[config.mk]
export PLATFORM = sky130hd
export DESIGN_NAME = stack_arbiter
export DESIGN_NICKNAME = d
export VERILOG_FILES = /design/src/rtl/stack_arb_pkg.sv /design/src/rtl/stack_arbiter_arb2_rr.sv /design/src/rtl/stack_arbiter.sv
export SDC_FILE = /design/constraint.sdc
export NUM_CORES = 1
export LEC_CHECK = 0
export ABC_AREA = 1
export CORE_MARGIN = 1.5
export CORE_UTILIZATION = 45
export CTS_CLUSTER_SIZE = 28
export DETAILED_ROUTE_END_ITERATION = 10
export PLACE_DENSITY = 0.79
export SYNTH_ARGS = -nofsm -noshare
export SYNTH_HDL_FRONTEND = slang
export SYNTH_HIERARCHICAL = 1
export SYNTH_SLANG_ARGS = --single-unit
[constraint.sdc]
create_clock -name clk -period 3.3 [get_ports clk]
set_clock_uncertainty 0.2 [all_clocks]
set_input_delay 0.33 -clock clk [delete_from_list [all_inputs] [get_ports clk]]
set_output_delay 0.33 -clock clk [all_outputs]
set_load 0.03 [all_outputs]
[src/rtl/stack_arb_pkg.sv]
// Shared encodings for the two-requester stack sequencer.
package stack_arb_pkg;

    typedef enum logic [1:0] {
        ST_IDLE   = 2'd0,
        ST_ISSUE  = 2'd1,
        ST_SETTLE = 2'd2,
        ST_RESP   = 2'd3
    } state_t;

    localparam logic OP_PUSH = 1'b0;
    localparam logic OP_POP  = 1'b1;

    localparam int REQ0 = 0;
    localparam int REQ1 = 1;

    // A push into a full stack or a pop from an empty one must never reach the stack.
    function automatic logic op_illegal(input logic op, input logic is_full, input logic is_empty);
        return (op == OP_PUSH) ? is_full : is_empty;
    endfunction

endpackage

[src/rtl/stack_arbiter_arb2_rr.sv]
// Two-input arbiter: round-robin when STACK_ARB_RR_EN is defined, otherwise fixed priority to req 0.
module arb2_rr
    import stack_arb_pkg::*;
(
`ifdef STACK_ARB_RR_EN
    input  logic       clk,
    input  logic       rst_n,
    input  logic       adv_i,
`endif
    input  logic [1:0] req_i,
    output logic [1:0] gnt_o
);

`ifdef STACK_ARB_RR_EN
    // ptr_q = 1 means requester 1 is preferred on a tie.
    logic ptr_q, ptr_d;

    always_comb begin
        gnt_o = 2'b00;
        if (req_i[REQ0] && (!req_i[REQ1] || !ptr_q)) begin
            gnt_o[REQ0] = 1'b1;
        end else if (req_i[REQ1]) begin
            gnt_o[REQ1] = 1'b1;
        end
        ptr_d = ptr_q;
        if (adv_i) begin
            ptr_d = gnt_o[REQ0];
        end
    end

    always_ff @(posedge clk or negedge rst_n) begin
        if (!rst_n) begin
            ptr_q <= 1'b0;
        end else begin
            ptr_q <= ptr_d;
        end
    end
`else
    always_comb begin
        gnt_o = 2'b00;
        gnt_o[REQ0] = req_i[REQ0];
        gnt_o[REQ1] = req_i[REQ1] & ~req_i[REQ0];
    end
`endif

endmodule

[src/rtl/stack_arbiter.sv]
// Shares a flagless hardware stack between two requesters, tracking occupancy and rejecting
// overflow/underflow. Arbitration mode selected by STACK_ARB_RR_EN (see arb2_rr).
module stack_arbiter
    import stack_arb_pkg::*;
#(
    parameter int WIDTH = 8,
    parameter int DEPTH = 1
) (
    input  logic             clk,
    input  logic             clr,
    input  logic             req0,
    input  logic             op0,
    input  logic [WIDTH-1:0] wdata0,
    output logic             ack0,
    output logic             err0,
    output logic [WIDTH-1:0] rdata0,
    input  logic             req1,
    input  logic             op1,
    input  logic [WIDTH-1:0] wdata1,
    output logic             ack1,
    output logic             err1,
    output logic [WIDTH-1:0] rdata1,
    output logic             stk_en,
    output logic             stk_c,
    output logic [WIDTH-1:0] stk_push,
    input  logic [WIDTH-1:0] stk_peek,
    output logic [DEPTH:0]   count,
    output logic             full,
    output logic             empty
);

    localparam int           CAP   = 2 ** DEPTH;
    localparam logic [DEPTH:0] CAP_W = CAP[DEPTH:0];
    localparam logic [DEPTH:0] ONE   = {{DEPTH{1'b0}}, 1'b1};

    state_t           state_q, state_d;
    logic             sel_q, op_q, err_q;
    logic [WIDTH-1:0] wdata_q, cap_q, rdata0_q, rdata1_q;
    logic [DEPTH:0]   count_q, count_d;
    logic             full_q, empty_q;

    logic [1:0]       req, gnt;
    logic             grant, g_sel, g_op;
    logic [WIDTH-1:0] g_wdata;

    assign req = {req1, req0};

    arb2_rr u_arb (
`ifdef STACK_ARB_RR_EN
        .clk   (clk),
        .rst_n (clr),
        .adv_i (grant),
`endif
        .req_i (req),
        .gnt_o (gnt)
    );

    always_comb begin
        grant   = (state_q == ST_IDLE) && (gnt != 2'b00);
        g_sel   = gnt[REQ1];
        g_op    = g_sel ? op1 : op0;
        g_wdata = g_sel ? wdata1 : wdata0;
    end

    always_comb begin
        state_d = state_q;
        count_d = count_q;
        unique case (state_q)
            ST_IDLE: begin
                if (grant) begin
                    state_d = op_illegal(g_op, full_q, empty_q) ? ST_RESP : ST_ISSUE;
                end
            end
            ST_ISSUE: begin
                state_d = ST_SETTLE;
                count_d = (op_q == OP_POP) ? (count_q - ONE) : (count_q + ONE);
            end
            ST_SETTLE: state_d = ST_RESP;
            ST_RESP:   state_d = ST_IDLE;
            default:   state_d = ST_IDLE;
        endcase
    end

    always_ff @(posedge clk or negedge clr) begin
        if (!clr) begin
            state_q  <= ST_IDLE;
            sel_q    <= 1'b0;
            op_q     <= OP_PUSH;
            err_q    <= 1'b0;
            wdata_q  <= '0;
            cap_q    <= '0;
            rdata0_q <= '0;
            rdata1_q <= '0;
            count_q  <= '0;
            full_q   <= 1'b0;
            empty_q  <= 1'b1;
        end else begin
            state_q <= state_d;
            count_q <= count_d;
            if (grant) begin
                sel_q   <= g_sel;
                op_q    <= g_op;
                wdata_q <= g_wdata;
                err_q   <= op_illegal(g_op, full_q, empty_q);
            end
            // Peek still shows the old top during ISSUE; the stack updates at this edge.
            if (state_q == ST_ISSUE) begin
                full_q  <= (count_d == CAP_W);
                empty_q <= (count_d == '0);
                if (op_q == OP_POP) begin
                    cap_q <= stk_peek;
                end
            end
            // Publish popped data together with the ack so rdata holds between acks.
            if ((state_q == ST_SETTLE) && (op_q == OP_POP)) begin
                if (sel_q) begin
                    rdata1_q <= cap_q;
                end else begin
                    rdata0_q <= cap_q;
                end
            end
        end
    end

    assign stk_en   = (state_q == ST_ISSUE);
    assign stk_c    = stk_en & op_q;
    assign stk_push = stk_en ? wdata_q : '0;

    assign ack0   = (state_q == ST_RESP) && !sel_q;
    assign ack1   = (state_q == ST_RESP) &&  sel_q;
    assign err0   = ack0 & err_q;
    assign err1   = ack1 & err_q;
    assign rdata0 = rdata0_q;
    assign rdata1 = rdata1_q;

    assign count = count_q;
    assign full  = full_q;
    assign empty = empty_q;

endmodule
# Yosys cells after proc, flatten, opt, wreduce, memory -nomap -nowiden

Index checks and enable logic that the tools add are counted.

Register bits after elaboration: 41
Bits in latches: 0
Memory bits (writable): 0
ROM bits: 0
Logic and storage cells: 44
Memories: 0

$add $sub $neg: 2
Multiply operators: 0
Div/mod/pow operators: 0
Magnitude comparators: 0
Equality and inequality tests: 5
Shift operators: 0
Mux-type cells: 9
Bitwise operators: 6
Reduce and logical (&&, ||, !) cells: 11

Operators with widths:

| operator            | count |
|---|---|
| $mux 8              | 2 |
| $mux 2              | 4 |
| $pmux 2 s4          | 1 |
| $eq 2x2->1 const B  | 3 |
| $reduce_and 2->1    | 3 |
| $and 1x1->1         | 4 |
| $logic_and 1x1->1   | 4 |
| $logic_not 2->1     | 2 |
| $add 2x1->2 const B | 1 |
| $eq 2x1->1 const B  | 1 |
| $mux 1              | 2 |
| $ne 2x2->1 const B  | 1 |
| $not 1->1           | 2 |
| $reduce_bool 2->1   | 1 |
| $sub 2x1->2 const B | 1 |
| $logic_not 1->1     | 1 |

# Depth between registers and ports, before layout

Depth in word-level cells: 7
Depth in mapped cells: 10

# Modules after synthesis

The synthesis kept the hierarchy.

Modules (own cells, without submodules):

| module        | times used | cells an instance | area each (sq um) | seq. area each (sq um) |
|---|---|---|---|---|
| stack_arbiter | 1          | 221               | 1924.3            | 1027.2 |
| arb2_rr       | 1          | 3                 | 17.5              | 0.0 |

# Worst setup path after synthesis

No wires, ideal clock.

Path type: register to output
Start point: register state_q[0]
End point: output port err0
Arrival time: 1.271 ns
Path slack: 1.499 ns
Cell stages (with the launch flop): 4
Buffers on the path: 0
Path through: dfrtp_1 -> ha_1 -> inv_1 -> nor3_1

Longest elaborated chain between the ends: 3

Ends and longest elaborated chain:

| item                     | line                 | text |
|---|---|---|
| start: declaration       | stack_arbiter.sv:36  | `state_t state_q, state_d;` |
| start signal: assignment | stack_arbiter.sv:98  | `state_q <= state_d;` |
| $eq 2x2->1               | stack_arbiter.sv:129 | `assign ack0 = (state_q == ST_RESP) && !sel_q;` |
| $logic_and 1x1->1        | stack_arbiter.sv:129 |  |
| $and 1x1->1              | stack_arbiter.sv:131 | `assign err0 = ack0 & err_q;` |
| end: declaration         | stack_arbiter.sv:15  | `output logic err0,` |

No other way between the ends.

# Worst setup path after layout

Start point: register state_q[1]
End point: output port stk_c

Longest elaborated chain between the ends: 2

Ends and longest elaborated chain:

| item             | line                 | text |
|---|---|---|
| $eq 2x1->1       | stack_arbiter.sv:125 | `assign stk_en = (state_q == ST_ISSUE);` |
| $and 1x1->1      | stack_arbiter.sv:126 | `assign stk_c = stk_en & op_q;` |
| end: declaration | stack_arbiter.sv:24  | `output logic stk_c,` |

No other way between the ends.

==> flow_metrics.env <==
export IMPL_fp_dieH_um=68.69
export IMPL_synth_top_cells_by_area="dfrtp_1 52%, nand2_1 13%, inv_1 6.0%"
export IMPL_power_share_clock=0.165
export IMPL_timing_rr_start="state_q[1]$_DFFE_PN0P_"
export IMPL_relSlewSlack=0.3990
export IMPL_critical_path_buf_inv_count=3
export IMPL_synth_cells=224
export IMPL_path_class="reg -> out"
export IMPL_cp_top_family="buffers and inverters"
export IMPL_diodes=0
export IMPL_path_clk_slew_ns=0.08
export IMPL_clk_latency_ns=0.29
export IMPL_pwr_share_seq=0.343
export IMPL_outcome="complete, no violations"
export IMPL_hold_buffers=1
export IMPL_die_area_um2=4718
export IMPL_grt_max_degree=42
export IMPL_setup_slack_ns=0.4441
export IMPL_nets=324
export IMPL_fmax_ghz=0.3502
export IMPL_antenna_found_initial=0
export IMPL_cpMaxStageDelayCell="clkdlybuf4s50_1"
export IMPL_tightestPinTransition_ns=0.9015
export IMPL_row_count=23
export IMPL_area_delta_synth_final_pct=39.37
export IMPL_drv_cap=0
export IMPL_start_kind="flop"
export IMPL_grt_ovfl_total=0
export IMPL_drtIter0Drc=89
export IMPL_syn_area_um2=1942
export IMPL_place_hpwl_um=2911
export IMPL_p_sw_mw=1.057
export IMPL_fillCellCount=353
export IMPL_drc=0
export IMPL_grt_use_total=0.1983
export IMPL_period_needed_ns=2.856
export IMPL_slowest_delay_ns=0.73
export IMPL_pre_cts_ws_ns=0.7593
export IMPL_num_vias=1623
export IMPL_ys_warn_count=6
export IMPL_finalSetupViolCount=0
export IMPL_path_max_fanout=17
export IMPL_initial_utilization=0.4752
export IMPL_htreeDepth=2
export IMPL_hold_path_class="reg -> reg"
export IMPL_critical_path_startpoint="state_q[1]$_DFFE_PN0P_"
export IMPL_cp_end_kind="output pin"
export IMPL_arrival_ns=2.33
export IMPL_synthTopCellsByCount="66 x nand2_1, 40 x dfrtp_1, 31 x inv_1, 20 x o21ai_0, 19 x nor2_1"
export IMPL_synth_top_area_share=0.5155
export IMPL_post_cts_buffers=0
export IMPL_rsz0062_at_grt="false"
export IMPL_slew_violations=0
export IMPL_hp_start="wdata_q[6]$_DFFE_PN0P_"
export IMPL_fin_crit_sh=0.8654
export IMPL_gp_congestion=0.8543
export IMPL_cts_resized=0
export IMPL_firstDrtPassIters=4
export IMPL_wl_per_cell_um=12.18
export IMPL_yosys_area_top_type="dfrtp_1"
export IMPL_antenna_left=0
export IMPL_synthArstFlopShare=1.000
export IMPL_worstPathCellList="inv_1 > ha_1 > nand2_2 > inv_2 > clkdlybuf4s50_1"
export IMPL_synth_seq_area_share=0.5290
export IMPL_cts_buffer_depth=2
export IMPL_cts_tree="yes"
export IMPL_peakVddDrop_mv=0.4808
export IMPL_power_density_nw_per_um2=934.2
export IMPL_p_comb_frac=0.492
export IMPL_clockRootBuffer="clkbuf_8"
export IMPL_io_buffers=63
export IMPL_swShare=0.4180
export IMPL_p_int_mw=1.471
export IMPL_cts_sinks=41
export IMPL_worstPathRequired_ns=2.77
export IMPL_place_inst=330
export IMPL_grt_pass1_vias=1505
export IMPL_syn_nets=260
export IMPL_synth_edf_count=0
export IMPL_utilization=0.6623
export IMPL_yosysMostFrequentCell="nand2_1"
export IMPL_ys_types=22
export IMPL_final_cells=339
export IMPL_chipWidth_um=68.69
export IMPL_core_area_um2=4086
export IMPL_postSynthAreaPerCell_um2=8.669
export IMPL_finalHoldViolCount=0
export IMPL_num_io_pins=64
export IMPL_grt_pass1_wl_um=6817
export IMPL_synth_seq_cells=41
export IMPL_final_layout_size_suffix_gt1_frac=0.08651
export IMPL_viasPerCell=4.788
export IMPL_static_leakage_power_nw=1.341
export IMPL_fin_setup_tns_ns=0
export IMPL_cts_buffers=5
export IMPL_totalWireLength_um=4130
export IMPL_ys_flop_type="dfrtp_1"
[stage by stage]
| step | instance area (um2) | power, mW | hold slack, ns |
|---|---|---|---|
| after floorplan | 1942 | 1.677 | -0.1656 |
| after global placement | 2576 | 2.088 | 0.2648 |
| after detailed placement | 2576 | 2.120 | 0.2695 |
| after CTS | 2706 | 2.554 | 0.2889 |
| after global routing | 2706 | 2.717 | 0.3095 |
| final | 2706 | 2.528 | 0.2864 |
[layout by cell type, fill, tap and decap left out, types with 2 or more instances in the layout]
cell type         n
nand3_1           6
buf_4             2
clkbuf_8          6
dfrtp_1          40
ha_1              6
nand2_1          66
o31ai_1           8
nor2_1           19
o21ai_1           2
o21ai_2           8
o21ai_0          20
clkdlybuf4s50_1  62
inv_1            31
[layer usage]
metal  wire length [um]  track usage  vias to the layer above
met1               1878       0.2613                      745
met3                195      0.05519                        8
met2               1962       0.3077                       42
met5                  0            0                        -
li1                   -            -                      828
met4                 93      0.08333                        0
[flip-flops by register name, indices dropped and copies added, names as in the netlist]
name	count
wdata_q	8
op_q	1
cap_q	8
sel_q	1
empty	1
err_q	1
rdata0	8
full	1
state_q	2
count	2
rdata1	8
[cells by family after synthesis]
group / share of synthesized area
AO/OA/AOI/OAI: 0.1276
adder cells (fa/ha/maj): 0.03866
buffers and inverters: 0.09729
flip-flops: 0.5290
AND/OR/NAND/NOR: 0.2075
[power by group through the flow]
| stage | registers (mW) | logic, mW | clock network, mW |
|---|---|---|---|
| after floorplan | 1.05 | 0.631 | 0 |
| final | 0.868 | 1.24 | 0.416 |
| after global placement | 0.871 | 1.22 | 0 |
| after detailed placement | 0.876 | 1.24 | 0 |
| after CTS | 0.869 | 1.26 | 0.428 |
| after global routing | 0.896 | 1.37 | 0.452 |
[worst min-delay path: cells and delay by family, from the launching register on]
| family | cells | cell delay, ns |
|---|---|---|
| simple gates | 1 | 0.05 |
| flops | 1 | 0.34 |
| compound gates | 1 | 0.06 |
[cell type report]
cell class,count,area (um2),share of cell area
Tap cell,50,62.56,0.02312
Sequential cell,41,1027,0.3796
Multi-Input combinational cell,142,725.7,0.2681
Inverter,32,120.1,0.04438
Clock buffer,6,82.58,0.03051
Timing Repair Buffer,66,650.6,0.2404
Clock inverter,2,37.54,0.01387
[path summary, 6_finish.rpt]
| kind | slack (ns) | to | cells past startpoint |
|---|---|---|---|
| hold reg to reg | 0.29 | wdata_q[6]$_DFFE_PN0P_ | 2 |
| max in group asynchronous | 1.84 | op_q$_DFFE_PN0P_ | 2 |
| setup reg to reg | 1.50 | full$_DFFE_PN0N_ | 9 |
| hold / removal | 0.29 | wdata_q[6]$_DFFE_PN0P_ | 2 |
| min in group asynchronous | 0.50 | full$_DFFE_PN0N_ | 2 |
| setup / recovery | 0.44 | stk_c | 5 |
Note: power is estimated with default switching activity, not from simulation.
